### src/rtl/inv_pipe.sv
// inv_pipe: registered, mask-selective word inverter (Y = A ^ MASK)
// carried through a DEPTH-stage valid/ready pipeline with full backpressure.
//
// Optional build macro INV_PIPE_PARITY_EN adds Y_PAR. Y_PAR is the XOR-reduce
// of the word, computed at acceptance and kept aligned with Y.
//
// The design has no state machine. Each stage holds only its valid bit and
// its data register.

module inv_pipe #(
    parameter int WIDTH = 8,
    parameter int DEPTH = 2
) (
    input  logic             CLK,
    input  logic             RST,
    input  logic [WIDTH-1:0] A,
    input  logic [WIDTH-1:0] MASK,
    input  logic             IN_VALID,
    output logic             IN_READY,
    output logic [WIDTH-1:0] Y,
    output logic             OUT_VALID,
`ifdef INV_PIPE_PARITY_EN
    output logic             Y_PAR,
`endif
    input  logic             OUT_READY
);

    logic [DEPTH-1:0] v;
    logic [WIDTH-1:0] d [DEPTH];
    logic [DEPTH-1:0] r;
    logic [DEPTH-1:0] up_v;
    logic [WIDTH-1:0] up_d [DEPTH];
    logic [WIDTH-1:0] acc_word;

    assign acc_word = A ^ MASK;

`ifdef INV_PIPE_PARITY_EN
    logic [DEPTH-1:0] p;
    logic [DEPTH-1:0] up_p;
`endif

    // Ready chain, written in its unrolled form.
    // A stage may load when it, or any stage downstream of it, is empty,
    // or when the output is being consumed.
    always_comb begin
        logic any_empty;
        any_empty = 1'b0;
        r         = '0;
        for (int k = DEPTH - 1; k >= 0; k--) begin
            any_empty = any_empty | ~v[k];
            r[k]      = OUT_READY | any_empty;
        end
    end

    // Upstream view of each stage: stage 0 sees the accepted word, the
    // other stages see their predecessor.
    always_comb begin
        up_v    = '0;
        up_v[0] = IN_VALID;
        up_d[0] = acc_word;
        for (int k = 1; k < DEPTH; k++) begin
            up_v[k] = v[k-1];
            up_d[k] = d[k-1];
        end
    end

`ifdef INV_PIPE_PARITY_EN
    // Parity travels next to the data, so Y_PAR always matches Y.
    always_comb begin
        up_p    = '0;
        up_p[0] = ^acc_word;
        for (int k = 1; k < DEPTH; k++) begin
            up_p[k] = p[k-1];
        end
    end
`endif

    // Stage registers.
    // A data register loads only when a valid word arrives, so empty stages
    // never disturb Y.
    always_ff @(posedge CLK) begin
        for (int k = 0; k < DEPTH; k++) begin
            if (RST) begin
                v[k] <= 1'b0;
                d[k] <= '0;
            end else if (r[k]) begin
                v[k] <= up_v[k];
                if (up_v[k]) begin
                    d[k] <= up_d[k];
                end
            end
        end
    end

`ifdef INV_PIPE_PARITY_EN
    // Parity registers follow the same load enable as the data registers.
    always_ff @(posedge CLK) begin
        for (int k = 0; k < DEPTH; k++) begin
            if (RST) begin
                p[k] <= 1'b0;
            end else if (r[k] && up_v[k]) begin
                p[k] <= up_p[k];
            end
        end
    end

    assign Y_PAR = p[DEPTH-1];
`endif

    assign IN_READY  = r[0];
    assign OUT_VALID = v[DEPTH-1];
    assign Y         = d[DEPTH-1];

endmodule

### config.mk
export PLATFORM = sky130hd
export DESIGN_NAME = inv_pipe
export DESIGN_NICKNAME = d
export VERILOG_FILES = /design/src/rtl/inv_pipe.sv
export SDC_FILE = /design/constraint.sdc
export NUM_CORES = 1
export LEC_CHECK = 0
export BUFFER_PORTS_ARGS = -buffer_cell sky130_fd_sc_hd__buf_2
export CORE_MARGIN = 1.5
export CORE_UTILIZATION = 44
export CTS_BUF_LIST = sky130_fd_sc_hd__clkbuf_8
export DETAILED_ROUTE_END_ITERATION = 12
export PLACE_DENSITY = 0.83
export SLEW_MARGIN = 20
export SYNTH_ARGS = -nofsm -noshare
export SYNTH_HDL_FRONTEND = slang
export SYNTH_SLANG_ARGS = --single-unit
export TNS_END_PERCENT = 1
### constraint.sdc
create_clock -name CLK -period 1.25 [get_ports CLK]
set_input_delay 0.25 -clock CLK [delete_from_list [all_inputs] [get_ports CLK]]
set_output_delay 0.25 -clock CLK [all_outputs]
set_load 0.05 [all_outputs]
### Yosys cells after proc, flatten, opt, wreduce, memory -nomap -nowiden

Memories as Yosys holds them, arrays and structs flattened.
Index checks and enable logic that the tools add are counted.
Widths: inputs -> output; s select.

| storage, ports and cells | value |
|---|---|
| bits in latches | 0 |
| input port bits | 20 |
| word-level logic and storage cells | 23 |
| bits in writable memories | 16 |
| memories | 1 |
| register bits | 2 |
| memory bits (read-only) | 0 |

| cells by class | value |
|---|---|
| muxes and demuxes | 12 |
| reduce and logical (&&, ||, !) cells | 0 |
| div/mod/pow operators | 0 |
| bitwise operators | 8 |
| shift operators | 0 |
| equal/unequal tests | 0 |
| add/sub/neg operators | 0 |
| magnitude comparators | 0 |
| $mul | 0 |

Memories:

| name | words | width | rd ports | clocked after memory_dff | wr ports | RTL line | text |
|---|---|---|---|---|---|---|---|
| d | 2 | 8 | 2 | 0 | 2 | 29 | `logic [WIDTH-1:0] d [DEPTH];` |

Operators with widths:

| cell | number |
|---|---|
| $mux 8 | 2 |
| $mux 1 | 10 |
| $xor 8x8->8 | 1 |
| $or 1x1->1 | 5 |
| $not 1->1 | 2 |

### Depth between registers and ports, before layout

| depth | value |
|---|---|
| depth after elaboration | 7 |
| mapped depth | 4 |
| depth with buffers taken out | 3 |

### Worst setup path after synthesis

OpenSTA, ideal clock, no wires.

| timing | value |
|---|---|
| kind | register -> register |
| start point | reg v[1] |
| end point | mem d[0][0] (enable) |
| buffers on the path | 1 |
| period minus slack after synthesis | 1707 ps |
| slack | -457 ps |
| library setup time | 326 ps |
| arrival | 1381 ps |
| stages on the path, launching flop included | 5 |
| cells stage by stage | dfxtp_1 > and3b_1 > buf_4 > inv_2 > a21o_1 |

RTL lines:

| element | RTL line | text |
|---|---|---|
| start, declared | 28 | `logic [DEPTH-1:0] v;` |
| start signal, assigned by index | 87 | `v[k] <= up_v[k];` |
| end, declared | 29 |  |

### Worst setup path in the final report

| timing | value |
|---|---|
| start point | reg v[1] |
| end point | out IN_READY |

| between the ends | value |
|---|---|
| word-level cells in the longest chain between the ends | 3 |

RTL lines:

| element | RTL line | text |
|---|---|---|
| $not 1->1 | 50 | `any_empty = any_empty \| ~v[k];` |
| $or 1x1->1 | 50 |  |
| $or 1x1->1 | 51 | `r[k] = OUT_READY \| any_empty;` |
| end, declared | 19 | `output logic IN_READY,` |

Every way passes these cells.

==> flow_summary.toml <==
[cts]
cts_sinks = 18
htreeDepth = 1
clock_path_buffers = 2
cts_root_buf = "clkbuf_8"
clk_latency_ns = 0.25
hold_buffers = 0
tritoncts = "yes"
numCtsBuffers = 3
clk_pin_slew_ns = 0.06

[critical_path]
worstReg2RegStart = "v[1]$_SDFFE_PP0P_"
end_kind = "output port"
critPathMaxFanout = 2
r2r_end = "d[0][2]$_SDFFCE_PN0P_"
critPathTopFamily = "flip-flops"
crit_path_start_kind = "flip-flop"
critPathKind = "flip-flop to output port"
critPathBufInv = 2
crit_slowest_cell = "dfxtp_4"
reg2reg_depth = 4
max_stage_delay_ns = 0.34
r2r_slack_ns = 0.02
critPathRequiredTime_ns = 1.00
path_cells = "and3b_2, inv_8, buf_8"
cp.arrival_ns = 1.02

[floorplanning]
start_util = 0.4637
dieArea_um2 = 2042
die_y_um = 45.19
row_count = 15
die_width_um = 45.19
io_pins = 30
design.core.area_um2 = 1689

[yosys]
synth_simple_gate_area_frac = 0.1757
ys_types = 16
syn_nets = 77
ys_seq_elements = 18
synth_compound_area_frac = 0.03195
netlist_area_um2 = 783.3
synth-adder-area-share = 0
syn_area_per_cell_um2 = 13.74
synthXorXnorAreaFrac = 0.08946
synth_top_family_by_area = "simple AND/OR/NAND/NOR gates"
yosysWarnings = 0
yosysSeqAreaShare = 0.6645
synth_mux_area_frac = 0
syn_inst = 57

[cells_and_area]
regArea_um2 = 525.5
final_cells = 110
layout-drive-gt1-share = 0.5914
final_util = 0.6644
diodes = 0
area_delta_synth_final_pct = 43.29
multiInputGateArea_um2 = 304.0
fill_cells = 132
fin_nets = 114

[sta]
fin_worst_skew_ns = 0.003429
max_freq_mhz = 788.1
hold_violations = 0
relSlewSlack = 0.7595
tns_ns = -0.01881
tightest_slew_ns = 0.3608
setup_violations = 1
post-route-min-period_ns = 1.269
slew_viol_final = 0
fin_ws_ns = -0.01881
grt_setup_unrepaired = "yes"
whs_ns = 0.2554
period_share = 1.015

[worst_hold_path]
hp-class = "input pin to flip-flop"
whs_endpoint = "v[0]$_SDFFE_PP0P_"
hold_start = "IN_VALID"
holdPathStages = 3

[detailed_routing]
wl_per_cell_um = 12.00
dr.pass1.iters = 4
vias = 565
drc_errors = 0
ant_nets = 0
drt-vias-per-instance = 5.136
drt-total-wl_mm = 1.320
drtIter0Drc = 10

[global_routing]
grt_pass1_vias = 482
grt_usage = 0.1496
grt_max_degree = 11
grt_remaining_overflow = 0
antenna_found_initial = 0
grt_pass1_wl_mm = 1.966

[status]
status = "complete, but fails checks"
violations = "setup timing"

[place]
dp.cells = 102
dpl.hpwl_um = 892.9
port_buffers = 29
place_congestion = 0.7165

[flow_run]
max_cap_violations = 0

[power_and_ir_drop]
leakage_nw = 0.4568
ir_worst_vdd_mv = 0.6328
power_density_nw_per_um2 = 1191
finalPower_mw = 1.337
==> layer usage <==
layer / share of wire / track usage / vias up
met1: 0.38 / 0.1640 / 237
met4: 0.036 / 0.1471 / 0
li1: - / - / 281
met2: 0.48 / 0.2143 / 42
met3: 0.093 / 0.06000 / 5
met5: 0 / 0 / -
==> how the worst max path moves through the flow <==
stage / start / to / slack [ns] / depth (start not counted)
after floorplan: v[1]$_SDFFE_PP0P_ / d[0][0]$_SDFFCE_PN0P_ / -0.04 / 4
after global placement: OUT_READY / d[0][2]$_SDFFCE_PN0P_ / 0.04 / 4
after detailed placement: OUT_READY / d[0][7]$_SDFFCE_PN0P_ / 0.02 / 4
after CTS: v[1]$_SDFFE_PP0P_ / IN_READY / -0.03 / 3
after global routing: v[0]$_SDFFE_PP0P_ / IN_READY / -0.05 / 3
final: v[1]$_SDFFE_PP0P_ / IN_READY / -0.02 / 3
==> kinds of logic (layout without fill, tap and decap cells) <==
kind of cell | count (synthesis) | after routing
xor+xnor | 8 | 8
flops | 18 | 18
buf+inv | 7 | 43
simple gates | 20 | 20
compound gates | 4 | 4
==> Yosys cell counts <==
cell type | count | area (µm²)
inv_1 | 1 | 3.750
a21oi_1 | 2 | 10.01
nand2b_1 | 2 | 12.51
clkinv_1 | 1 | 3.750
dfxtp_1 | 2 | 40.04
clkbuf_1 | 2 | 7.510
nor4b_1 | 8 | 70.07
nor3_1 | 8 | 40.04
edfxtp_1 | 16 | 480.5
and3b_1 | 1 | 8.760
a21o_1 | 2 | 15.01
buf_1 | 1 | 3.750
xnor2_1 | 8 | 70.07
nor2b_1 | 1 | 6.260
inv_2 | 1 | 3.750
buf_4 | 1 | 7.510
==> tightest hold or removal path, cell delays in order <==
cell and delay (ns):
buf_2 0.12, inv_1 0.05, a21oi_1 0.05
==> stage by stage <==
step | setup slack (ns) | instance area, µm²
6_report | -0.01881 | 1122
5_1_grt | -0.04651 | 1122
4_1_cts | -0.02996 | 1051
3_5_place_dp | 0.02305 | 972.2
3_3_place_gp | 0.04430 | 972.2
2_1_floorplan | -0.04308 | 805.8
==> cells in the final DEF, fill, tap and decap left out <==
cell type / instances
nor3_2: 5
dfxtp_4: 1
and3b_2: 1
a21oi_1: 2
a21o_1: 1
inv_1: 2
a21o_4: 1
buf_4: 7
edfxtp_1: 16
clkinv_1: 1
dfxtp_2: 1
nor4b_2: 6
nor3_1: 3
xnor2_1: 8
inv_8: 1
buf_8: 1
nor4b_1: 2
clkbuf_8: 3
nand2b_1: 2
nor2b_1: 1
buf_2: 28
==> report_power, final <==
part	switching (mW)	internal (mW)
Sequential	0.0112	0.700
Combinational	0.141	0.0861
Clock	0.180	0.218
Total	0.333	1.00
==> what timing repair did <==
item,in CTS,in global routing
resized for setup,4,12
buffers inserted,3,1
pin swaps,1,1
setup endpoints to repair,1,23
==> flip-flops by register name, summed over array words and instances (netlist names) <==
register and cells:
d 16, v 2
==> cell type report <==
cell class	count	share of cell area
clock inverter	1	0.003344
inverter	3	0.01672
tap	17	0.01895
timing repair buffer	36	0.1851
clock buffer	3	0.03679
sequential	18	0.4682
multi-input combinational	32	0.2709
Note: power is estimated with default switching activity, not from simulation.
